### config.mk
export PLATFORM = sky130hd
export DESIGN_NAME = seven_seg_scan
export DESIGN_NICKNAME = d
export VERILOG_FILES = /design/src/rtl/seven_seg_scan.sv
export SDC_FILE = /design/constraint.sdc
export NUM_CORES = 1
export LEC_CHECK = 0
export ABC_AREA = 0
export CORE_MARGIN = 1.5
export CORE_UTILIZATION = 49
export DETAILED_ROUTE_END_ITERATION = 16
export GPL_ROUTABILITY_DRIVEN = 0
export HOLD_SLACK_MARGIN = 0.1
export PLACE_DENSITY = 0.75
export SYNTH_ARGS = -nofsm -noshare
export SYNTH_HDL_FRONTEND = slang
export SYNTH_SLANG_ARGS = --single-unit
### constraint.sdc
create_clock -name clk -period 1.9 [get_ports clk]
set_clock_uncertainty 0.15 [all_clocks]
set_input_delay 0.38 -clock clk [delete_from_list [all_inputs] [get_ports clk]]
set_output_delay 0.38 -clock clk [all_outputs]
set_load 0.05 [all_outputs]
### src/rtl/seven_seg_scan.sv
// Four-digit multiplexed seven-segment driver for the stopwatch display.
// A prescaler divides the clock into digit slots; each slot starts with a
// short all-anodes-off interval to stop ghosting, then shows one digit.
// All four BCD inputs are snapshotted once per frame so a frame never mixes
// digits from two different counter values.
module seven_seg_scan #(
    parameter int         REFRESH_DIV = 100000,
    parameter int         BLANK_CYC   = 16,
    parameter logic [3:0] DP_MASK     = 4'b1010
) (
    input  logic       clk,
    input  logic       reset,
    input  logic       en,
    input  logic       blank_lz,
    input  logic [3:0] d0,
    input  logic [3:0] d1,
    input  logic [3:0] d2,
    input  logic [3:0] d3,
    output logic [6:0] seg,
    output logic       dp,
    output logic [3:0] an
);

    localparam int              PW        = (REFRESH_DIV > 1) ? $clog2(REFRESH_DIV) : 1;
    localparam logic [PW-1:0]   PRE_LAST  = PW'(REFRESH_DIV - 1);
    localparam logic [PW-1:0]   BLANK_END = PW'(BLANK_CYC);
    localparam logic [PW-1:0]   PRE_ONE   = PW'(1);

    typedef enum logic {
        BLANK = 1'b0,
        SHOW  = 1'b1
    } state_t;

    logic [PW-1:0] prescaler;
    logic [PW-1:0] prescaler_nxt;
    logic [1:0]    idx;
    logic [1:0]    idx_nxt;
    state_t        state;
    state_t        state_nxt;
    logic          wrap;
    logic [3:0]    snap [4];

    logic [3:0]    cur_digit;
    logic          digit_blank;
    logic [3:0]    an_nxt;
    logic [6:0]    seg_nxt;
    logic          dp_nxt;

    // Active-low {g,f,e,d,c,b,a}; non-BCD codes show a dash.
    function automatic logic [6:0] decode(input logic [3:0] v);
        logic [6:0] s;
        case (v)
            4'd0:    s = 7'b1000000;
            4'd1:    s = 7'b1111001;
            4'd2:    s = 7'b0100100;
            4'd3:    s = 7'b0110000;
            4'd4:    s = 7'b0011001;
            4'd5:    s = 7'b0010010;
            4'd6:    s = 7'b0000010;
            4'd7:    s = 7'b1111000;
            4'd8:    s = 7'b0000000;
            4'd9:    s = 7'b0010000;
            default: s = 7'b0111111;
        endcase
        return s;
    endfunction

    // Next scan position: prescaler wraps on equality, slot index steps on the wrap.
    always_comb begin
        // NOTE: every signal driven here is assigned on every path, so no latch can be inferred.
        wrap          = (prescaler == PRE_LAST);
        prescaler_nxt = wrap ? '0 : prescaler + PRE_ONE;
        idx_nxt       = wrap ? idx + 2'd1 : idx;
        state_nxt     = (prescaler_nxt < BLANK_END) ? BLANK : SHOW;
    end

    // Output pattern for the current slot, registered on the next edge.
    always_comb begin
        cur_digit   = snap[idx];
        digit_blank = blank_lz &&
                      (((idx == 2'd3) && (snap[3] == 4'd0)) ||
                       ((idx == 2'd2) && (snap[3] == 4'd0) && (snap[2] == 4'd0)));
        an_nxt      = 4'b1111;
        seg_nxt     = 7'b1111111;
        dp_nxt      = 1'b1;
        if (state == SHOW) begin
            if (en) begin
                an_nxt = ~(4'b0001 << idx);
            end
            seg_nxt = digit_blank ? 7'b1111111 : decode(cur_digit);
            dp_nxt  = digit_blank ? 1'b1 : ~DP_MASK[idx];
        end
    end

    // Scan state machine, frame snapshot and registered display outputs.
    always_ff @(posedge clk) begin
        if (!reset) begin
            prescaler <= '0;
            idx       <= 2'd0;
            state     <= BLANK;
            // NOTE: the snapshot is cleared on reset so the first frame shows zeros, not stale digits.
            for (int i = 0; i < 4; i++) begin
                snap[i] <= 4'd0;
            end
            an        <= 4'b1111;
            seg       <= 7'b1111111;
            dp        <= 1'b1;
        end else begin
            // NOTE: non-blocking assignments make every register here sample pre-edge values.
            prescaler <= prescaler_nxt;
            idx       <= idx_nxt;
            state     <= state_nxt;
            if (wrap && (idx == 2'd3)) begin
                snap[0] <= d0;
                snap[1] <= d1;
                snap[2] <= d2;
                snap[3] <= d3;
            end
            an        <= an_nxt;
            seg       <= seg_nxt;
            dp        <= dp_nxt;
        end
    end

endmodule

# == Word-level counts from Yosys, hierarchy flattened ==
# Memory sizes are Yosys's and may differ from the RTL's. A register that Yosys moved wholly into a read port is not among the register bits.
# Cells that the tools add are included.
# word_totals
reg_bits,25
ramBits,16
romBits,112
in_bits,20
out_inout_bits,12
elab_cells,47
n_memories,2
# classes
addsub,2
order_cmp,2
n_eq_ne,3
shift,1
muxes,14
bitwise,8
n_reduce_logical,10
# memory_table
memory,depth,width,rd,rd_clocked_by_memory_dff,wr,line,rtl
(no name shown),16,7,1,1,0,52,case (v)
snap,4,4,3,1,4,41,logic [3:0] snap [4];
# ops
op,n
$add A17 B1 Y17 const B,1
$eq A17 B17 Y1 const B,1
$lt A17 B5 Y1 const B,1
$mux W17,1
$mux W4,4
$logic_not A4 Y1,2
$mux W1,6
$logic_and A1 B1 Y1,5
$eq A2 B2 Y1 const B,2
$mux W2,2
$not A4 Y4,1
$or A1 B1 Y1,4
$shl A1 B2 Y4 const A,1
$lt A2 B3 Y1 const B,1
$not A1 Y1,3
$reduce_and A3 Y1,1
$reduce_or A3 Y1,1
$add A2 B1 Y2 const B,1
$bmux W1 S2,1
$logic_or A1 B1 Y1,1

# == Longest topological paths before layout ==
# Gate-level depths: netlist of run 1.
# logic_depth
depth_word,6
ltp_mapped,8
mapped_depth_nobuf,7

# == Least setup slack after synthesis of run 1 ==
# OpenSTA, ideal clock, no wires.
# synth_timing
path_type,reg2reg
start,reg prescaler[8]
end,mem snap[0][0] (enable)
setup_time_ns,0.372
t_arrival_ns,1.372
path_slack_ns,0.006
stages_incl_launch_ff,7
path_buffers,1
path_cell_list,dfxtp_1 buf_2 and3b_1 nand4_2 nor2_4 nand2_1 nand2_1
# synth_lines
element,line,rtl
from (decl),34,logic [PW-1:0] prescaler;
from (signal assigned),110,prescaler <= prescaler_nxt;
to (decl),41,

# == Worst setup path in the final report of run 1 ==
# layout_timing
start,reg prescaler[0]
end,reg state
# layout_via
elab_chain_len,4
word_cells_on_any_way,5
cone_classes,add/sub (1); order compare (1); eq/ne (1); mux (2)
# layout_rtl
element,line,rtl
$add A17 B1 Y17 or $eq A17 B17 Y1 (tied branches),"72, 71",
$mux W17 *,72,prescaler_nxt = wrap ? '0 : prescaler + PRE_ONE;
$lt A17 B5 Y1 *,74,state_nxt = (prescaler_nxt < BLANK_END) ? BLANK : SHOW;
$mux W1 *,74,
to (signal assigned),112,state <= state_nxt;
to (decl),38,state_t state;
# Mark *: on every way between the ends. The rest lies on a longest branch, timed or not.
# A chain may end at the register's enable or synchronous reset.

==> run metrics, run 1 <==
status=finished, violations left; failing checks=setup timing; routed length on met3=between 200 and 250 um; dominant cells by area after synthesis=dfxtp_1 (29%), edfxtp_1 (21%), and2_1 (5.9%); crit path kind=reg2reg; RSZ-0062 raised after global routing=true; top-area cell type share of the netlist area=between 20% and 30%; Worst setup EP type=register; fillers=roughly 340; gr usage total=around a fifth; Mapped Area=~2300 um2; Mapped Avg Cell Area=10.6 um2; switching power total=around 0.43 mW; chip height=72.0 um; Die Width=around 72 um; final cell count without fillers=between 300 and 400; area leader, netlist=dfxtp_1; CTS root buf=clkbuf_8; Top FF cell, synth=dfxtp_1; # IOs=32; Clock power frac=between 30% and 40%; detailed-route via count=approximately 1800; post-DP HPWL=approximately 3400 um; Starting Density=roughly 52%; # DRC=0; first drt pass iteration count=4; switching portion of total power=22.8%; Worst-Skew Late Latency=about 0.31 ns; Clk pin slew, worst setup/hold paths=roughly 0.09 ns; syn nets=approximately 250; # H-tree levels=2; input/output buffers=31; Max VDD drop=approximately 0.42 mV; Worst Path Arrival=2.01 ns; Final Hold Viols=0; WL met2=around 2300 um; Final Core Density=between 60% and 70%; first-pass GRT wire length=between 7000 and 8000 um; top layer in use=met4; Placed Instances=330; Synth Register Bits=50; DR WL/cell=around 14 um; Max clock buf depth=2; Final Instance Area=roughly 3100 um2; max cap viols=0; Cell Rows=24; CTS tree=built; Placement Cell Area=~2900 um2; Leak=1.26 nW; Post-Place Worst Slack=-0.000311 ns; Setup Viol. Count Final=1; Pwr Density=between 600 and 700 nW/um2; f_max=512 MHz; Die ar.=roughly 5200 um2; P_int=between 1 and 1.5 mW; CTS Buf Count=5; number of flops mapped to enable cells by yosys=16; Final Critical Period=slightly below 2 ns; Hold WS=0.283 ns; DRT met1 WL=approximately 2300 um; initial antenna violation count=0; vias in the first global route=about 1700; footprint of the multi-input gates=around 1100 um2; type of origin of the critical path=register; sequential standard cell area=between 1000 and 1500 um2; Rel. slew slack=73.3%; Seq pwr share=around 60%; Yosys cell types=44; crit path max fanout=3; Worst Tran Pin Value=a little under 0.4 ns; DRT Wirelength=between 4000 and 5000 um; DRT iter0 DRCs=between 100 and 150; vias per inst=around 5.2; largest net degree at the start of global routing=17; Crit path required time=a little under 2 ns; Final nets=~320; synthesized netlist cell count=~220; Detail Route Antenna Nets=0; Ant. Diodes=0; Final Cycle Share=103%; final setup margin=-0.0545 ns; Core Area=around 4500 um2; proportion of layout cells with a drive suffix above 1=29.5%; combinational fraction of design power=between 6 and 7%; P&R area growth vs syn=32.3%; CTS Sinks=50; worst min path class=reg2reg; fin. max-slew vios=0; yosys warns=0; grt ovf=0; Synth async-reset ratio=0%; Seq/Total Area, Yosys=~50%
## per-layer routing
metal	global-route usage (%)	up-vias
met2	29.7	59
met1	28.0	820
met4	9.43	0
met5	0	-
li1	-	904
met3	4.31	14
## worst max-delay path, stage by stage, from the launching register on
cell	delay, ns
dfxtp_2	0.33
buf_6	0.11
buf_4	0.13
and4_1	0.21
a41oi_1	0.22
a21oi_1	0.08
o31ai_1	0.28
o211ai_1	0.16
a21o_1	0.18
## per-stage QoR
| step | setup TNS [ns] | power (mW) |
|---|---|---|
| after floorplan | 0 | 1.21 |
| after global placement | -0.00549 | 1.28 |
| after detailed placement | -0.000311 | 1.28 |
| after CTS | 0 | 1.90 |
| after global routing | -0.494 | 1.96 |
| final | -0.0545 | 1.89 |
## layout make-up
cell class	instances	area share (%)
sequential	50	38.0
multi-input combinational	156	36.6
timing repair buffer	71	19.6
clock buffer	5	2.23
tap	52	2.11
inverter	7	0.852
clock inverter	3	0.649
## kinds of logic after synthesis
logic type,synth area share [%]
AOI/OAI and AO/OA,6.76
buffers and inverters,3.00
DFF,49.8
adders and majority gates,5.36
xor gates and xnor gates,6.76
and+or+nand+nor,23.2
muxes,5.15
## cells in the mapped netlist, drive strengths merged (2+ instances only)
| master | count |
|---|---|
| clkbuf | 2 |
| a21boi | 2 |
| and2 | 22 |
| and3 | 6 |
| nand4 | 5 |
| nand2 | 19 |
| edfxtp | 16 |
| o21ai | 8 |
| xor2 | 8 |
| nand3 | 5 |
| ha | 10 |
| nor2 | 22 |
| buf | 6 |
| and4 | 2 |
| a21o | 2 |
| a41oi | 2 |
| nor4 | 3 |
| dfxtp | 34 |
| inv | 7 |
| xnor2 | 10 |
| nor3 | 6 |
| a21oi | 6 |
| mux2i | 3 |
| mux4 | 4 |
## layout by cell type, fill, tap and decap left out, types with 2 or more instances in the layout
cell type        count
buf_4               48
dfxtp_1             26
and2_1              21
nor2_1              20
clkdlybuf4s50_1     19
nand2_1             18
edfxtp_1            16
xnor2_1             10
ha_1                 9
o21ai_0              8
xor2_1               8
dfxtp_2              8
inv_1                6
a21oi_1              6
clkbuf_8             5
mux4_2               4
nor3_1               4
and3_1               4
mux2i_1              3
nand4_1              3
nand3_1              3
buf_6                3
nand4_2              2
and3_4               2
nor4_1               2
a21o_1               2
nand3_2              2
and4_1               2
a21boi_0             2
a41oi_1              2
## repair_timing
action                                  in CTS  in global routing
gates resized for setup                     11                  7
pin swaps                                    6                  4
hold buffers                                 0                  0
endpoints found under the setup margin       1                 36
buffers inserted                             3                  3
## state kept, by name (all words and copies together) (netlist names), named ones only
register   count
state          1
seg            7
prescaler     17
idx            2
dp             1
snap          16
an             4
## worst paths after layout
| kind | startpoint | end | slack (ns) | depth (start not counted) |
|---|---|---|---|---|
| setup / recovery | prescaler[0] | state | -0.05 | 8 |
| hold / removal | idx[0] | dp | 0.28 | 1 |
| setup reg to reg | prescaler[0] | state | -0.05 | 8 |
| hold reg to reg | idx[0] | dp | 0.28 | 1 |
## power by group through the flow
stage	Combinational, mW	Clock, mW	Sequential, mW
floorplan	0.0497	0	1.16
CTS	0.126	0.636	1.14
finish	0.130	0.625	1.14
global route	0.142	0.675	1.14
global placement	0.117	0	1.16
detailed placement	0.119	0	1.16
No activity file was read; power rests on OpenSTA's default activity.
==> run 2, diff against run 1 <==
clock period = 1.6 ns   (was 1.9 ns; I/O delays follow)
==> run metrics, run 2 (same netlist as run 1, synthesis figures left out) <==
Core Area=about 4500 um2; first-pass GRT wire length=roughly 11000 um; final setup margin=-0.359 ns; CP dominant cell by count=nand4_1; vias in the first global route=~2100; Worst Path Arrival=roughly 2 ns; CTS tree=built; DRT Wirelength=about 8500 um; Crit path required time=about 1.7 ns; Starting Density=52.1%; RSZ-0062 raised after global routing=true; DRT iter0 DRCs=between 150 and 200; grt ovf=0; Final Hold Viols=0; crit path kind=reg2reg; Max clock buf depth=2; chip height=roughly 72 um; proportion of layout cells with a drive suffix above 1=a little under three fifths; CTS root buf=clkbuf_8; leading registers by flop count=prescaler: 17 flops, snap: 16 flops, seg: 7 flops; CP Cell Sequence=nand4_1 > buf_6 > nor4_4 > buf_4 > nand4_1 > o31ai_2 > o211ai_1 > a21o_1; final setup TNS=-12.53 ns; gr usage total=roughly 28%; Hold WS=between 0.4 and 0.5 ns; type of origin of the critical path=register; f_max=just over 500 MHz; # IOs=32; Worst Tran Pin Value=0.382 ns; Max VDD drop=~0.54 mV; CTS Sinks=50; status=finished, violations left; Setup Viol. Count Final=60; worst min path class=reg2reg; vias per inst=6.12; Final Cycle Share=122%; max FFs per register=17; # H-tree levels=2; Top reg by flops=prescaler; post-DP HPWL=approximately 3800 um; failing checks=setup timing; sequential standard cell area=around 1200 um2; Worst path max stage delay=about 0.38 ns; input/output buffers=31; fin. max-slew vios=0; Worst setup EP type=register; Placed Instances=345; Worst path slowest cell=dfxtp_4; commonest non-fill, non-tap cell in the layout=buf_4; detailed-route via count=~2300; Cell Rows=24; Final nets=~350; Reg2Reg Depth=8; Detail Route Antenna Nets=0; Die ar.=a little over 5000 um2; fillers=approximately 160; max cap viols=0; worst hold stages=2; Leak=1.65 nW; first drt pass iteration count=5; commonest non-fill, non-tap cells in the layout=buf_4 (48), dfxtp_1 (22), clkdlybuf4s50_1 (19), buf_6 (16), edfxtp_1 (16); # DRC=0; Final Critical Period=around 2 ns; Worst-Skew Late Latency=between 0.3 and 0.4 ns; CTS Buf Count=5; P&R area growth vs syn=72.6%; footprint of the multi-input gates=~1600 um2; Rel. slew slack=74.5%; crit path max fanout=4; Die Width=just over 70 um; Ant. Diodes=0; initial antenna violation count=0; Clk pin slew, worst setup/hold paths=roughly 0.09 ns; Pwr Density=627 nW/um2; final cell count without fillers=approximately 370; FF-to-FF setup slack=-0.36 ns; DR WL/cell=approximately 23 um; largest net degree at the start of global routing=17
-- run 2: path summary, 6_finish.rpt --
kind                start           end
min reg2reg  prescaler[0]  prescaler[0]
min          prescaler[0]  prescaler[0]
max          prescaler[1]         state
max reg2reg  prescaler[1]         state
-- run 2: what timing repair did --
| item | 4_1_cts | 5_1_grt |
|---|---|---|
| gates resized for setup | 66 | 57 |
| pin swaps | 33 | 30 |
| cloned | 2 | 0 |
| setup buffers | 11 | 11 |
| endpoints found under the setup margin | 58 | 60 |
| hold buffers | 0 | 0 |
-- run 2: where the power goes --
part           leakage [nW]  internal [mW]  switching [mW]
logic                  1.17          0.133           0.113
registers             0.434           1.33          0.0245
clock network        0.0504          0.466           0.460
-- run 2: layout make-up --
type / count / area share, %
repair buffers: 97 / 25.0
clock inverters: 3 / 1.12
clock buffers: 5 / 1.71
multi-input cells: 158 / 40.2
inverters: 7 / 0.777
well taps: 52 / 1.62
flip-flops and latches: 50 / 29.6
-- run 2: per-layer routing --
metal	track usage [%]	share of wire [%]
met2	46.1	48
met1	36.0	38
met5	0	0
met4	10.9	6.7
met3	4.72	7.1
-- run 2: critical path, delay by kind of cell, from the launching register on --
kind            cells  cell delay [ns]
compound gates      3             0.43
flops               1             0.38
simple gates        3             0.57
buf+inv             2             0.33
-- run 2: stage by stage --
stage                     total power, mW  setup slack (ns)  instance area [um2]  util [%]
after floorplan                      1.44            -0.125                 2450         -
after global placement               1.52            -0.247                 3250      72.6
after detailed placement             1.53            -0.288                 3250      72.6
after CTS                            2.44            -0.255                 3720      83.2
after global routing                 2.59            -0.422                 4030      90.0
final                                2.52            -0.359                 4030      90.0
==> run 3, diff against run 2 <==
CAP_MARGIN = 20   (was default)
CORE_UTILIZATION = 51   (was 49)
CTS_BUF_LIST = sky130_fd_sc_hd__clkbuf_8   (was default)
PLACE_DENSITY = 0.78   (was 0.75)
==> run metrics, run 3 (same netlist as run 1, synthesis figures left out) <==
status=finished, violations left; failing checks=setup timing; Ant. Diodes=0; CTS Buf Count=5; Worst Path Arrival=~2.1 ns; Clk pin slew, worst setup/hold paths=0.09 ns; max cap viols=0; # IOs=32; Worst setup EP type=register; Max VDD drop=approximately 0.68 mV; DRT iter0 DRCs=around 160; Final Instance Area=~3700 um2; Hold WS=~0.39 ns; Worst-Skew Late Latency=0.31 ns; Seq pwr share=about 54%; CTS hold repair buffers=0; Setup Viol. Count Final=52; total power=about 2.5 mW; # DRC=0; Rel. slew slack=approximately 81%; DR WL/cell=18.4 um; commonest non-fill, non-tap cell in the layout=buf_4; largest net degree at the start of global routing=17; Core Area=about 4400 um2; # H-tree levels=2; Worst Tran Pin Value=roughly 0.29 ns; Die ar.=about 5000 um2; gr usage total=between 20 and 25%; type of origin of the critical path=register; Placement Cell Area=3230 um2; P_int=around 1.9 mW; Pwr Density=roughly 680 nW/um2; vias per inst=roughly 5.7; CTS tree=built; first drt pass iteration count=4; Top reg by flops=prescaler; Post-Place Worst Slack=-0.252 ns; final setup margin=-0.462 ns; Detail Route Antenna Nets=0; Final nets=roughly 340; Final Cycle Share=129%; chip height=between 70 and 80 um; detailed-route via count=between 2000 and 2500; vias in the first global route=1883; fin. max-slew vios=0; worst min path class=reg2reg; f_max=485 MHz; Die Width=70.6 um; combinational fraction of design power=around 8.6%; Clock power frac=between 30% and 40%; CTS root buf=clkbuf_8; input/output buffers=31; Starting Density=between 50% and 60%; Cell Rows=24; fillers=~210; Final Critical Period=between 2 and 2.5 ns; switching power total=roughly 0.56 mW; footprint of the multi-input gates=between 1000 and 1500 um2; CTS Sinks=50; P&R area growth vs syn=57.4%; DRT Wirelength=6620 um; Leak=between 1.5 and 2 nW; initial antenna violation count=0; proportion of layout cells with a drive suffix above 1=between 40% and 50%; leading registers by flop count=prescaler: 17 flops, snap: 16 flops, seg: 7 flops; Max clock buf depth=2; Crit path required time=about 1.7 ns; RSZ-0062 raised after global routing=true; Final Hold Viols=0; post-DP HPWL=around 3800 um; crit path max fanout=5; first-pass GRT wire length=8760 um; commonest non-fill, non-tap cells in the layout=buf_4 (43), dfxtp_1 (24), and2_1 (21), clkdlybuf4s50_1 (19); sequential standard cell area=1180 um2; crit path kind=reg2reg; max FFs per register=17; grt ovf=0; switching portion of total power=a little under a quarter
## run 3: critical path, cell delays in order (launching register included)
cell      delay [ns]
dfxtp_2         0.35
ha_4            0.17
and3_2          0.26
buf_4           0.17
nor3_1          0.17
a21oi_1         0.08
nor3_1          0.24
o211ai_1        0.17
a21o_1          0.21
## run 3: stage by stage
step / instances / setup TNS (ns) / util, %
floorplan: 221 / -1.85 / -
global placement: 343 / -4.52 / 73.7
detailed placement: 343 / -6.38 / 73.7
CTS: 352 / -4.54 / 78.4
global route: 360 / -8.99 / 83.7
finish: 360 / -5.53 / 83.7
## run 3: worst paths after layout
check,from,endpoint,slack [ns],depth (start not counted)
setup reg to reg,prescaler[1],state,-0.46,8
hold reg to reg,prescaler[0],prescaler[0],0.39,2
setup / recovery,prescaler[1],state,-0.46,8
hold / removal,prescaler[0],prescaler[0],0.39,2
## run 3: timing repair
| action | 4_1_cts | 5_1_grt |
|---|---|---|
| buffers inserted | 0 | 8 |
| pin swaps | 8 | 11 |
| setup endpoints to repair | 57 | 60 |
| gates resized for setup | 17 | 41 |
| gates cloned | 1 | 0 |
## run 3: layer usage
metal  vias to the layer above  wire length (um)  global-route usage (%)
met5                         -                 0                       0
met4                         0               252                    6.29
met3                        27               359                    5.84
met2                        98              3310                    40.1
met1                       984              2700                    27.6
li1                        939                 -                       -
## run 3: final cells by class
class	instances	share of cell area, %
multi-input combinational	157	37.8
sequential	50	32.1
timing repair buffer	86	24.4
inverter	7	0.784
tap	52	1.77
clock inverter	3	1.19
clock buffer	5	1.87
## run 3: power by group through the flow
| stage | registers [mW] | logic, mW | clock network [mW] |
|---|---|---|---|
| 2_1_floorplan | 1.37 | 0.0715 | 0 |
| 3_3_place_gp | 1.38 | 0.152 | 0 |
| 3_5_place_dp | 1.38 | 0.160 | 0 |
| 4_1_cts | 1.35 | 0.178 | 0.909 |
| 5_1_grt | 1.35 | 0.226 | 0.971 |
| 6_report | 1.35 | 0.213 | 0.920 |
